===== src/rtl/alu_pkg.sv =====
// Shared definitions for the ALU front end: collector states, command
// encodings and the decode of which operands a command consumes.
package alu_pkg;

    typedef enum logic [1:0] {
        IDLE  = 2'd0,
        WAIT  = 2'd1,
        ISSUE = 2'd2
    } state_t;

    // Arithmetic commands (MODE = 1)
    localparam int unsigned ARITH_ADD     = 0;
    localparam int unsigned ARITH_SUB     = 1;
    localparam int unsigned ARITH_ADD_CIN = 2;
    localparam int unsigned ARITH_SUB_CIN = 3;
    localparam int unsigned ARITH_INC_A   = 4;
    localparam int unsigned ARITH_DEC_A   = 5;
    localparam int unsigned ARITH_INC_B   = 6;
    localparam int unsigned ARITH_DEC_B   = 7;
    localparam int unsigned ARITH_CMP     = 8;
    localparam int unsigned ARITH_MUL_INC = 9;
    localparam int unsigned ARITH_MUL_SHL = 10;

    // Logical commands (MODE = 0)
    localparam int unsigned LOGIC_AND     = 0;
    localparam int unsigned LOGIC_NAND    = 1;
    localparam int unsigned LOGIC_OR      = 2;
    localparam int unsigned LOGIC_NOR     = 3;
    localparam int unsigned LOGIC_XOR     = 4;
    localparam int unsigned LOGIC_XNOR    = 5;
    localparam int unsigned LOGIC_NOT_A   = 6;
    localparam int unsigned LOGIC_NOT_B   = 7;
    localparam int unsigned LOGIC_SHR1_A  = 8;
    localparam int unsigned LOGIC_SHL1_A  = 9;
    localparam int unsigned LOGIC_SHR1_B  = 10;
    localparam int unsigned LOGIC_SHL1_B  = 11;
    localparam int unsigned LOGIC_ROL_A_B = 12;
    localparam int unsigned LOGIC_ROR_A_B = 13;

    localparam logic [1:0] REQ_NONE = 2'b00;
    localparam logic [1:0] REQ_A    = 2'b01;
    localparam logic [1:0] REQ_B    = 2'b10;
    localparam logic [1:0] REQ_AB   = 2'b11;

    // Unknown commands need nothing, so they issue at once and the ALU flags them.
    function automatic logic [1:0] req_ops(input logic mode, input int unsigned cmd);
        logic [1:0] req;
        req = REQ_NONE;
        if (mode) begin
            case (cmd)
                ARITH_ADD, ARITH_SUB, ARITH_ADD_CIN, ARITH_SUB_CIN,
                ARITH_CMP, ARITH_MUL_INC, ARITH_MUL_SHL: req = REQ_AB;
                ARITH_INC_A, ARITH_DEC_A:                req = REQ_A;
                ARITH_INC_B, ARITH_DEC_B:                req = REQ_B;
                default:                                 req = REQ_NONE;
            endcase
        end else begin
            case (cmd)
                LOGIC_AND, LOGIC_NAND, LOGIC_OR, LOGIC_NOR, LOGIC_XOR,
                LOGIC_XNOR, LOGIC_ROL_A_B, LOGIC_ROR_A_B:   req = REQ_AB;
                LOGIC_NOT_A, LOGIC_SHR1_A, LOGIC_SHL1_A:   req = REQ_A;
                LOGIC_NOT_B, LOGIC_SHR1_B, LOGIC_SHL1_B:   req = REQ_B;
                default:                                   req = REQ_NONE;
            endcase
        end
        return req;
    endfunction

endpackage


===== src/rtl/alu_timeout_counter.sv =====
// Counts clock-enabled wait cycles for a partially collected operation and
// flags when the allowed number has elapsed.
module alu_timeout_counter #(
    parameter int unsigned TIMEOUT_CYCLES = 16
) (
    input  logic clk,
    input  logic clear,
    input  logic load,
    input  logic enable,
    output logic terminal
);

    localparam int unsigned CNT_W = $clog2(TIMEOUT_CYCLES + 1);

    logic [CNT_W-1:0] count;

    // Load starts at 1: the first beat's own cycle already counts as waited.
    always_ff @(posedge clk) begin
        if (clear) begin
            count <= '0;
        end else if (load) begin
            count <= CNT_W'(1);
        end else if (enable) begin
            count <= count + CNT_W'(1);
        end
    end

    assign terminal = (count == CNT_W'(TIMEOUT_CYCLES));

endmodule


===== src/rtl/alu_operand_collector.sv =====
// Collects OPA/OPB arriving on separate beats and presents one registered
// operation to the ALU over a valid/ready handshake, with a wait timeout.
module alu_operand_collector
    import alu_pkg::*;
#(
    parameter int unsigned OP_WIDTH       = 8,
    parameter int unsigned CMD_WIDTH      = 4,
    parameter int unsigned TIMEOUT_CYCLES = 16
) (
    input  logic                 clk,
    input  logic                 RST,
    input  logic                 CE,
    input  logic [1:0]           INP_VALID,
    input  logic                 MODE,
    input  logic [CMD_WIDTH-1:0] CMD,
    input  logic [OP_WIDTH-1:0]  OPA,
    input  logic [OP_WIDTH-1:0]  OPB,
    input  logic                 CIN,
    output logic                 IN_READY,
    output logic                 OUT_VALID,
    input  logic                 OUT_READY,
    output logic [1:0]           OUT_INP_VALID,
    output logic                 OUT_MODE,
    output logic [CMD_WIDTH-1:0] OUT_CMD,
    output logic [OP_WIDTH-1:0]  OUT_OPA,
    output logic [OP_WIDTH-1:0]  OUT_OPB,
    output logic                 OUT_CIN,
    output logic                 OUT_TIMEOUT
);

    state_t     state;
    logic [1:0] req;
    logic [1:0] first_req;
    logic [1:0] merged;
    logic       idle_issue;
    logic       wait_done;
    logic       terminal;
    logic       cnt_load;
    logic       cnt_enable;

    always_comb begin
        first_req  = req_ops(MODE, 32'(CMD));
        merged     = OUT_INP_VALID | INP_VALID;
        // An empty beat in IDLE also issues, carrying INP_VALID = 00 to the ALU.
        idle_issue = (INP_VALID == 2'b00) || ((INP_VALID & first_req) == first_req);
        wait_done  = ((merged & req) == req);
        cnt_load   = CE && (state == IDLE) && !idle_issue;
        cnt_enable = CE && (state == WAIT) && !wait_done && !terminal;
    end

    alu_timeout_counter #(
        .TIMEOUT_CYCLES(TIMEOUT_CYCLES)
    ) u_timeout (
        .clk     (clk),
        .clear   (RST),
        .load    (cnt_load),
        .enable  (cnt_enable),
        .terminal(terminal)
    );

    // OUT_* double as the collection registers, so they are only meaningful with OUT_VALID.
    always_ff @(posedge clk) begin
        if (RST) begin
            state         <= IDLE;
            req           <= REQ_NONE;
            IN_READY      <= 1'b1;
            OUT_VALID     <= 1'b0;
            OUT_INP_VALID <= '0;
            OUT_MODE      <= 1'b0;
            OUT_CMD       <= '0;
            OUT_OPA       <= '0;
            OUT_OPB       <= '0;
            OUT_CIN       <= 1'b0;
            OUT_TIMEOUT   <= 1'b0;
        end else if (CE) begin
            case (state)
                IDLE: begin
                    OUT_MODE      <= MODE;
                    OUT_CMD       <= CMD;
                    OUT_CIN       <= CIN;
                    OUT_INP_VALID <= INP_VALID;
                    OUT_OPA       <= INP_VALID[0] ? OPA : '0;
                    OUT_OPB       <= INP_VALID[1] ? OPB : '0;
                    OUT_TIMEOUT   <= 1'b0;
                    req           <= first_req;
                    if (idle_issue) begin
                        state     <= ISSUE;
                        OUT_VALID <= 1'b1;
                        IN_READY  <= 1'b0;
                    end else begin
                        state     <= WAIT;
                    end
                end
                WAIT: begin
                    if (INP_VALID[0]) OUT_OPA <= OPA;
                    if (INP_VALID[1]) OUT_OPB <= OPB;
                    OUT_INP_VALID <= merged;
                    if (wait_done) begin
                        state     <= ISSUE;
                        OUT_VALID <= 1'b1;
                        IN_READY  <= 1'b0;
                    end else if (terminal) begin
                        state       <= ISSUE;
                        OUT_VALID   <= 1'b1;
                        IN_READY    <= 1'b0;
                        OUT_TIMEOUT <= 1'b1;
                    end
                end
                ISSUE: begin
                    if (OUT_READY) begin
                        state       <= IDLE;
                        OUT_VALID   <= 1'b0;
                        OUT_TIMEOUT <= 1'b0;
                        IN_READY    <= 1'b1;
                    end
                end
                default: begin
                    state     <= IDLE;
                    OUT_VALID <= 1'b0;
                    IN_READY  <= 1'b1;
                end
            endcase
        end
    end

endmodule


===== config.mk =====
export PLATFORM = sky130hd
export DESIGN_NAME = alu_operand_collector
export DESIGN_NICKNAME = d
export VERILOG_FILES = /design/src/rtl/alu_pkg.sv /design/src/rtl/alu_timeout_counter.sv /design/src/rtl/alu_operand_collector.sv
export SDC_FILE = /design/constraint.sdc
export NUM_CORES = 1
export LEC_CHECK = 0
export CAP_MARGIN = 15
export CORE_MARGIN = 10
export CORE_UTILIZATION = 48
export DETAILED_ROUTE_END_ITERATION = 8
export PLACE_DENSITY_LB_ADDON = 0.15
export SLEW_MARGIN = 10
export SYNTH_ARGS = -nofsm -noshare
export SYNTH_HDL_FRONTEND = slang
export SYNTH_SLANG_ARGS = --single-unit

===== constraint.sdc =====
create_clock -name clk -period 4 [get_ports clk]
set_input_delay 0.8 -clock clk [delete_from_list [all_inputs] [get_ports clk]]
set_output_delay 0.8 -clock clk [all_outputs]
set_load 0.01 [all_outputs]

# [Yosys cells after proc, flatten, opt, wreduce, memory -nomap -nowiden]
# Memories as Yosys holds them, arrays and structs flattened.
# Cells that the tools add are included.
[op_classes] addsub=1 eq_ne=12 mux=27 bitwise_logic=3 n_reduce_logical=22
[ops] cell="8-bit 2-to-1 mux" count=4
[ops] cell="8-bit case mux with 2 select lines" count=2
[ops] cell="2-bit inequality test (second input constant)" count=6
[ops] cell="1-bit 2-to-1 mux" count=11
[ops] cell="2-bit 2-to-1 mux" count=5
[ops] cell="1-bit case mux with 3 select lines" count=3
[ops] cell="3-bit AND reduction" count=3
[ops] cell="2-bit case mux with 3 select lines" count=1
[ops] cell="5-bit by 1-bit adder with 5-bit output (second input constant)" count=1
[ops] cell="5-bit == test (second input constant)" count=1
[ops] cell="1-bit logical AND" count=5
[ops] cell="5-bit AND reduction" count=1
[ops] cell="2-bit AND" count=2
[ops] cell="2-bit == test" count=2
[ops] cell="2-bit logical NOT" count=2
[ops] cell="2-bit case mux with 2 select lines" count=1
[ops] cell="2-bit AND reduction" count=2
[ops] cell="4-bit AND reduction" count=1
[ops] cell="2-bit nonzero test" count=2
[ops] cell="1-bit logical NOT" count=3
[ops] cell="3-bit inequality test (second input constant)" count=1
[ops] cell="3-bit nonzero test" count=1
[ops] cell="2-bit by 1-bit == test with 1-bit output (second input constant)" count=1
[ops] cell="2-bit == test (second input constant)" count=1
[ops] cell="3 further kinds" count=3
[word_totals] regBits=36 romBits=64 out_inout_bits=27 mem_count=2
[memory_table] name="(name not given)" depth=16 width=2 read_ports=1 rd_clocked_by_memory_dff=0 wr=0 line="alu_pkg.sv:50" rtl="case (cmd)"
[memory_table] name="(name not given)" depth=16 width=2 read_ports=1 rd_clocked_by_memory_dff=0 wr=0 line="alu_pkg.sv:58" rtl="case (cmd)"

# [Longest topological paths before layout]
# Gate-level depths: netlist (run 1).
[depth] depth_word=8 depth_mapped=8 ltp_nobuf=7

# [Cells and area by module]
# From an unflattened synthesis (run 1), not the netlist that was laid out.
[hier_totals] cells_unflattened=178 hier_area_um2=1572.8
[by_module_without_submodules] module="alu_operand_collector" instances=1 cells_per_inst=150 area_each_um2=1298.7 seq_area_each_um2=620.6
[by_module_without_submodules] module="alu_timeout_counter" instances=1 cells_per_inst=28 area_each_um2=274.0 seq_area_each_um2=100.1

# [Worst setup path after synthesis (run 1)]
# Ideal clock, no wire load.
[synth_timing] path_type="input-to-reg" startpoint="in CMD[1]" endpoint="reg IN_READY" setup_ps=116 arrival_time_ps=2146 path_slack_ps=1739 cell_stages=8 cell_sequence="inv_1 ha_1 or3b_1 a21oi_2 nor4b_1 or2_1 buf_6 a31o_1"
[synth_between] elab_chain_len=7 word_cells_on_any_way=8
[synth_lines] element="from (decl)" line="alu_operand_collector.sv:15" rtl="input logic [CMD_WIDTH-1:0] CMD,"
[synth_lines] element="memory 16 x 2 bit, on equally long branches"
[synth_lines] element="2-bit 2-to-1 mux (*)" line="alu_pkg.sv:49" rtl="if (mode) begin"
[synth_lines] element="2-bit AND" line="alu_operand_collector.sv:45" rtl="idle_issue = (INP_VALID == 2'b00) || ((INP_VALID & first_req) == first_req);"
[synth_lines] element="2-bit == test (*)" line="alu_operand_collector.sv:45"
[synth_lines] element="1-bit logical OR (*)" line="alu_operand_collector.sv:45"
[synth_lines] element="2-bit inequality test (no source line) (*)"
[synth_lines] element="4-bit AND reduction (no source line) (*)"
[synth_lines] element="to (signal assigned)" line="alu_operand_collector.sv:66" rtl="IN_READY <= 1'b1;"
[synth_lines] element="to (signal assigned)" line="alu_operand_collector.sv:89" rtl="IN_READY <= 1'b0;"
[synth_lines] element="to (signal assigned)" line="alu_operand_collector.sv:101" rtl="IN_READY <= 1'b0;"
[synth_lines] element="to (decl)" line="alu_operand_collector.sv:19" rtl="output logic IN_READY,"
# Mark *: on every way between the ends. The rest lies on a longest branch, timed or not.
# A chain may end at the register's enable or synchronous reset.

# [Final worst setup path (run 1)]
# Ends and elaborated chain as after synthesis.

==> summary.md, run 1 <==
| Metric | Value |
|---|---|
| Status | complete, no violations |
| # IOs | 55 |
| Endpoints failing setup | 0 |
| Synth-to-Final Area Change | 40.4% |
| Residual DRC | 0 |
| Nets | 268 |
| Worst Hold Class | register to register |
| Fmax | 378 MHz |
| TNS Setup | 0 ps |
| Reg2reg start | state[1] |
| Sw Ratio | 26.3% |
| Most used DFF post-synth | dfxtp_1 |
| CTS buffer count | 5 |
| Core Box Area | 3130 um^2 |
| R2R Setup Slk | 2270 ps |
| Part of the power in the clock network | 32.0% |
| Post-Synthesis Cells | 181 |
| Setup CP Type | primary input to register |
| R2R cell count | 5 |
| Largest net degree at the start of global routing | 23 |
| Routed wire length | 4150 um |
| Hold path startpoint | OUT_CMD[3] |
| Slew HR | 46.2% |
| DR WL/cell | 14.8 um |
| Post-DP HPWL | 3150 um |
| Ys async rst share | 0% |
| Slowest-stage cell, CP | clkdlybuf4s50_1 |
| First-pass iteration count of the detailed router | 4 |
| Grt ovf | 0 |
| Yosys top cell area share | 45.2% |
| Initial Utilization | 51.0% |
| Buffers on Ports | 54 |
| Fin. Hold Viols | 0 |
| VDD IR-drop max | 0.264 mV |
| Leak pwr | 0.813 nW |
| #FFs+latches synth | 36 |
| Clock Latency Late Sink | 350 ps |
| Final Slew Violations | 0 |
| Total chip power | 0.796 mW |
| Worst Path Arrival | 2900 ps |
| Post-synthesis sequential area ratio | 45.2% |
| Yosys top cell by area | dfxtp_1 |
| Post-route minimum period | 2640 ps |
| Total GRT Usage | 14.2% |
| Post-cts resize count | 0 |
| Pre-CTS WS | 975 ps |
| Most common cell in the netlist | dfxtp_1 |
| Longest Clk Path Bufs | 2 |
| Setup crit end kind | register |
| Post-synth EDFFs | 0 |
| Yosys warns | 0 |
| Post-CTS Setup Bufs | 0 |
| Crit path launch type | primary input |
| Unique cell type count in the Yosys netlist | 37 |
| TritonCTS clock tree | built |
| Finished Layout Cells | 280 |
| Clock root cell | clkbuf_4 |
| Tightest Pin Transition | 804 ps |
| Hold_buf cts | 0 |
| Mean Syn Cell Area | 8.81 um^2 |
| Die extent in y | 77.7 um |
| Die Footprint | 6030 um^2 |
| Vias per cell | 5.34 |
| Die W | 77.7 um |
| Final period util | 66.1% |
| Num rows | 20 |
| Crit path required time | 4260 ps |
| Max-cap violations | 0 |
| CP Cell Sequence | clkdlybuf4s50_1, inv_1, ha_1, or3b_1, a21oi_2, nor4b_1, or2_1, a31o_1 |
| H-tree depth | 2 |
| Vias in the first global route | 1465 |
| Internal | 0.586 mW |
| First-pass GRT wire length | 7000 um |
| Mapped cell area | 1600 um^2 |
| Sw Pwr | 0.210 mW |
| PD cells | 355 nW/um^2 |
| RD Place Congestion | 0.796 |
| RSZ-0062 raised after global routing | no |
| # diodes | 0 |
| Worst Skew | 3.43 ps |
| Combinational power share | 19.0% |
| Share of layout cells above drive strength 1 | 6.78% |
| Clk slew on worst S/H paths | 100 ps |
| List of most frequent post-synthesis cells | dfxtp_1 (36), nor2_1 (28), a22oi_1 (17) |
| Post-route ant nets | 0 |
| Largest cells by area after synthesis | dfxtp_1 (45%), a22oi_1 (8.0%), nor2_1 (6.6%) |
| Vias post-DR | 1496 |
| Worst R2R End | OUT_OPB[7] |
| Hold endpoint | OUT_CMD[3] |
| Syn_nets | 214 |
| Antenna violations before repair | 0 |
| Hold path depth | 2 |
| Clk sink count | 36 |
| Critical-path maximum fanout | 7 |
| Placed insts | 272 |
| Critical path's largest stage delay | 570 ps |
| Initial drt markers | 94 |
| Worst setup margin | 1360 ps |
| Seq pwr share | 49.1% |
==> state kept, by name, indices dropped and copies added (netlist names) <==
name and cells:
req 2, OUT_CMD 4, OUT_TIMEOUT 1, u_timeout.count 5, OUT_OPB 8, state 2
OUT_INP_VALID 2, OUT_MODE 1, OUT_OPA 8, OUT_VALID 1, OUT_CIN 1, IN_READY 1
==> critical path, delay by kind of cell <==
| kind | cells | cell delay (ps) |
|---|---|---|
| and+or+nand+nor | 3 | 790 |
| buffers and inverters | 2 | 670 |
| AOI/OAI and AO/OA | 2 | 420 |
| adders and majority gates | 1 | 220 |
==> worst max path at each step <==
stage	from	to	slack, ps	cells after the start
final	CMD[1]	IN_READY	1360	8
after global routing	CMD[1]	u_timeout.count[1]	1240	8
after CTS	CMD[1]	IN_READY	1350	8
after detailed placement	CMD[1]	IN_READY	970	8
after global placement	CMD[1]	IN_READY	1060	8
after floorplan	CMD[1]	IN_READY	1740	8
==> logic make-up after synthesis <==
kind of cell    synth area share [%]
simple gates                    19.7
compound gates                  23.8
flops                           45.2
buf+inv                         4.55
fa+ha+maj                       3.92
xor+xnor                        2.20
mux                            0.627
==> cell type report <==
| cell class | instances | area, um^2 |
|---|---|---|
| Fill cell | 256 | 888 |
| Sequential cell | 36 | 721 |
| Multi-Input combinational cell | 128 | 802 |
| Clock buffer | 6 | 41.3 |
| Clock inverter | 2 | 35.0 |
| Timing Repair Buffer | 56 | 556 |
| Tap cell | 44 | 55.1 |
| Inverter | 8 | 30.0 |
==> stage by stage <==
stage	hold WS [ps]	instance area [um^2]	util (%)
4_1_cts	462	2240	71.6
6_report	458	2240	71.6
3_5_place_dp	448	2160	69.2
5_1_grt	481	2240	71.6
2_1_floorplan	448	1600	-
3_3_place_gp	442	2160	69.2
==> power groups by stage <==
stage | clock, mW | combinational, mW | sequential, mW
floorplan | 0 | 0.0697 | 0.404
global placement | 0 | 0.147 | 0.397
detailed placement | 0 | 0.151 | 0.398
CTS | 0.260 | 0.153 | 0.390
global route | 0.274 | 0.166 | 0.393
finish | 0.254 | 0.151 | 0.390
==> routing by layer <==
layer | track usage [%] | part of all wire, % | vias up
li1 | - | - | 746
met1 | 15.4 | 41 | 691
met2 | 23.1 | 48 | 49
met3 | 6.11 | 9.0 | 10
met4 | 6.93 | 1.9 | 0
met5 | 0 | 0 | -
==> cells in the final DEF (no fill, tap or decap), types with 2 or more instances in the layout <==
| master | count |
|---|---|
| nand4bb_1 | 2 |
| nor2_1 | 28 |
| a22oi_1 | 17 |
| a211oi_2 | 5 |
| o21ai_0 | 7 |
| dfxtp_1 | 36 |
| or3_1 | 2 |
| clkdlybuf4s50_1 | 54 |
| clkbuf_4 | 5 |
| nand2b_1 | 2 |
| and2_1 | 2 |
| xnor2_1 | 4 |
| nand2_1 | 14 |
| a21oi_1 | 16 |
| buf_4 | 2 |
| nor2b_1 | 2 |
| nand3_1 | 2 |
| inv_1 | 8 |
| nor3b_1 | 2 |
| nor4b_1 | 2 |
| ha_1 | 5 |
| nor3_1 | 2 |
(Power assumes the default switching activity.)
==> run 2, diff against run 1 <==
CORE_UTILIZATION = 44   (was 48)
clock period = 2.6 ns   (was 4 ns; I/O delays follow)
==> summary.md, run 2 (synthesis gave the netlist of run 1 again) <==
| Metric | Value |
|---|---|
| Nets | 272 |
| Worst R2R End | u_timeout.count[2] |
| Post-route ant nets | 0 |
| Fmax | 442 MHz |
| Total GRT Usage | 13.1% |
| VDD IR-drop max | 0.301 mV |
| Die W | 80.2 um |
| Die extent in y | 80.2 um |
| Endpoints failing setup | 0 |
| Vias per cell | 5.33 |
| Initial Utilization | 46.7% |
| Vias post-DR | 1524 |
| Grt ovf | 0 |
| Commonest cells after routing, fill and taps aside | clkdlybuf4s50_1 (54), dfxtp_1 (36), nor2_1 (28) |
| Crit path launch type | primary input |
| Worst Hold Class | register to register |
| Critical Path Start | CMD[1] |
| DR WL/cell | 14.6 um |
| Clk sink count | 36 |
| Fin. Hold Viols | 0 |
| Fill cells | 307 |
| Post-route minimum period | 2260 ps |
| Commonest non-fill, non-tap cell in the layout | clkdlybuf4s50_1 |
| First-pass iteration count of the detailed router | 4 |
| Critical-path maximum fanout | 7 |
| First-pass GRT wire length | 6830 um |
| PD cells | 537 nW/um^2 |
| Setup CP Type | primary input to register |
| Hold_ws | 464 ps |
| # diodes | 0 |
| Final Slew Violations | 0 |
| Num rows | 21 |
| Synth-to-Final Area Change | 42.4% |
| Slew HR | 59.8% |
| Vias in the first global route | 1462 |
| Post-CTS Setup Bufs | 0 |
| Clk slew on worst S/H paths | 100 ps |
| Die Footprint | 6430 um^2 |
| CTS buffer count | 5 |
| Clock root cell | clkbuf_4 |
| Antenna violations before repair | 0 |
| Status | complete, no violations |
| Pre-CTS WS | -40.7 ps |
| Leak pwr | 0.832 nW |
| Post-DP HPWL | 3310 um |
| R2R cell count | 7 |
| Worst Path Arrival | 2500 ps |
| Routed wire length | 4170 um |
| Worst setup margin | 335 ps |
| R2R Setup Slk | 910 ps |
| Longest Clk Path Bufs | 2 |
| Largest net degree at the start of global routing | 17 |
| H-tree depth | 2 |
| Hold_buf cts | 0 |
| Post-cts resize count | 0 |
| RSZ-0062 raised after global routing | no |
| Crit path required time | 2840 ps |
| Largest registers | OUT_OPA x8, OUT_OPB x8, u_timeout.count x5 |
| Residual DRC | 0 |
| Core Box Area | 3420 um^2 |
| Worst Skew | 8.58 ps |
| Buffers on Ports | 54 |
| RD Place Congestion | 0.830 |
| Clock Latency Late Sink | 340 ps |
| Tightest Pin Transition | 599 ps |
| Max-cap violations | 0 |
| Worst setup path end | IN_READY |
| Reg2reg start | u_timeout.count[0] |
| # IOs | 55 |
| Share of layout cells above drive strength 1 | 8.33% |
| Initial drt markers | 82 |
| TritonCTS clock tree | built |
| Final period util | 87.1% |
| Setup crit end kind | register |
run 2: how the worst min path moves through the flow:
stage | start | slack [ps] | end | depth (start not counted)
floorplan | req[0] | 450 | req[0] | 2
global placement | OUT_CIN | 440 | OUT_CIN | 2
detailed placement | OUT_MODE | 450 | OUT_MODE | 2
CTS | OUT_CMD[3] | 470 | OUT_CMD[3] | 2
global route | OUT_MODE | 490 | OUT_MODE | 2
finish | OUT_CMD[3] | 460 | OUT_CMD[3] | 2
run 2: critical path, cell delays in order:
cell and delay, ps:
clkdlybuf4s50_1 480, inv_1 60, ha_1 190, or3b_1 400, a21oi_2 170, nor4b_1 70
or2_1 340, a31o_1 260
run 2: through the flow:
step                total power [mW]  instance area, um^2  setup TNS (ps)  instances  util (%)
global placement               0.842                 2200               0        278      64.3
floorplan                      0.729                 1600               0        181         -
CTS                             1.23                 2270               0        286      66.5
global route                    1.29                 2270               0        286      66.5
detailed placement             0.852                 2200           -50.5        278      64.3
finish                          1.22                 2270               0        286      66.5
run 2: report_power, final:
part | switching [mW] | internal (mW) | leakage [nW] | total [mW]
Clock | 0.180 | 0.202 | 0.0422 | 0.382
Sequential | 0.0199 | 0.581 | 0.294 | 0.601
Combinational | 0.113 | 0.123 | 0.496 | 0.236
Total | 0.313 | 0.906 | 0.832 | 1.22
run 2: cell type report:
type                       instances  area (um^2)  area share [%]
clock inverter                     2         35.0            1.54
tap                               46         57.6            2.53
clock buffer                       6         41.3            1.82
timing repair buffer              60          586            25.8
multi-input combinational        128          802            35.3
inverter                           8         30.0            1.32
sequential                        36          721            31.7
run 2: metal layers:
layer  up-vias  track usage, %  part of all wire, %
met4         0            4.58                  1.5
li1        755               -                    -
met3         8            6.12                  9.4
met2        52            22.0                   49
met1       709            14.2                   40
met5         -               0                    0
==> run 3, diff against run 2 <==
CORE_MARGIN = unset   (was 10)
==> summary.md, run 3 (synthesis gave the netlist of run 1 again) <==
| Metric | Value |
|---|---|
| Status | complete, no violations |
| Vias post-DR | 1492 |
| Post-cts resize count | 0 |
| Final Slew Violations | 0 |
| Num rows | 21 |
| Worst setup margin | 363 ps |
| Post-route ant nets | 0 |
| Internal | 0.838 mW |
| Critical-path maximum fanout | 7 |
| Core Box Area | 3420 um^2 |
| Fin. Hold Viols | 0 |
| Part of the power in the clock network | 27.3% |
| WL met3 | 216 um |
| Multi-input gate area | 802 um^2 |
| Clk slew on worst S/H paths | 100 ps |
| Seq pwr share | 52.3% |
| Vias in the first global route | 1408 |
| Largest net degree at the start of global routing | 17 |
| Clock Latency Late Sink | 350 ps |
| Grt ovf | 0 |
| Commonest non-fill, non-tap cell in the layout | clkdlybuf4s50_1 |
| Nets | 272 |
| Antenna violations before repair | 0 |
| Synth-to-Final Area Change | 41.3% |
| Vias per cell | 5.22 |
| Initial drt markers | 75 |
| Combinational power share | 20.4% |
| Die W | 62.2 um |
| Initial Utilization | 46.7% |
| Share of layout cells above drive strength 1 | 7.92% |
| # diodes | 0 |
| Routed wire length | 3740 um |
| Crit path launch type | primary input |
| DR top layer | met4 |
| Longest Clk Path Bufs | 2 |
| Fill cells | 291 |
| Total placed instance area | 2200 um^2 |
| Placed insts | 278 |
| Residual DRC | 0 |
| Fmax | 447 MHz |
| Buffers on Ports | 54 |
| RD Place Congestion | 0.797 |
| Setup crit end kind | register |
| Hold_ws | 462 ps |
| Endpoints failing setup | 0 |
| VDD IR-drop max | 0.260 mV |
| Final period util | 86.0% |
| Pre-CTS WS | -19.1 ps |
| Tightest Pin Transition | 573 ps |
| Sw Ratio | 27.2% |
| Clk sink count | 36 |
| TritonCTS clock tree | built |
| RSZ-0062 raised after global routing | no |
| Post-route cell area | 2250 um^2 |
| WL met1 | 1580 um |
| Finished Layout Cells | 286 |
| Leak pwr | 0.823 nW |
| Largest registers | OUT_OPA x8, OUT_OPB x8, u_timeout.count x5 |
| Worst Path Arrival | 2490 ps |
| Setup CP Type | primary input to register |
| Post-route minimum period | 2240 ps |
| Post-layout util | 66.0% |
| Die extent in y | 62.2 um |
| Hold_buf cts | 0 |
| Clock root cell | clkbuf_4 |
| Total GRT Usage | 20.7% |
| CTS buffer count | 5 |
| FF+latch area | 721 um^2 |
| Total chip power | 1.15 mW |
| H-tree depth | 2 |
| Post-CTS Setup Bufs | 0 |
| Sw Pwr | 0.312 mW |
| DR WL/cell | 13.1 um |
| Slew HR | 61.6% |
| First-pass GRT wire length | 6300 um |
| First-pass iteration count of the detailed router | 4 |
| Post-DP HPWL | 2780 um |
| Max-cap violations | 0 |
| Worst Hold Class | register to register |
| PD cells | 510 nW/um^2 |
| Routed wire length on met2 | 1850 um |
| Worst Skew | 10.2 ps |
| TNS Setup | 0 ps |
| Commonest cells after routing, fill and taps aside | clkdlybuf4s50_1 (54), dfxtp_1 (36), nor2_1 (28) |
| # IOs | 55 |
| Crit path required time | 2850 ps |
| Die Footprint | 3870 um^2 |
-- run 3: cell types whose count changed in the layout (fill, tap and decap cells not counted), sizes merged --
cell / before / now
clkinv: 1 / 0
bufinv: 1 / 0
clkbuf: 6 / 8
-- run 3: critical path, cell delays in order --
cell,delay [ps]
clkdlybuf4s50_1,500
inv_1,50
ha_1,170
or3b_1,400
a21oi_2,160
nor4b_1,70
or2_1,350
a31o_1,260
-- run 3: layout make-up --
class	count	share of cell area (%)
multi-input combinational	128	35.6
sequential	36	32.0
timing repair buffer	60	26.0
clock buffer	8	2.61
tap	46	2.55
inverter	8	1.33
-- run 3: layer usage --
| metal | track usage [%] | vias up |
|---|---|---|
| met5 | 0 | - |
| met4 | 11.9 | 0 |
| met3 | 4.96 | 13 |
| met2 | 35.0 | 47 |
| met1 | 23.7 | 683 |
| li1 | - | 749 |
-- run 3: power groups by stage --
stage | Sequential, mW | Clock (mW) | Combinational, mW
floorplan | 0.621 | 0 | 0.107
finish | 0.601 | 0.314 | 0.235
global route | 0.605 | 0.341 | 0.258
global placement | 0.611 | 0 | 0.228
detailed placement | 0.614 | 0 | 0.235
CTS | 0.602 | 0.317 | 0.236
-- run 3: final timing paths --
check / startpoint / to / slack (ps) / depth (start not counted)
max reg2reg: u_timeout.count[0] / u_timeout.count[4] / 800 / 7
min reg2reg: OUT_CMD[3] / OUT_CMD[3] / 460 / 2
max: CMD[2] / IN_READY / 360 / 8
min: OUT_CMD[3] / OUT_CMD[3] / 460 / 2
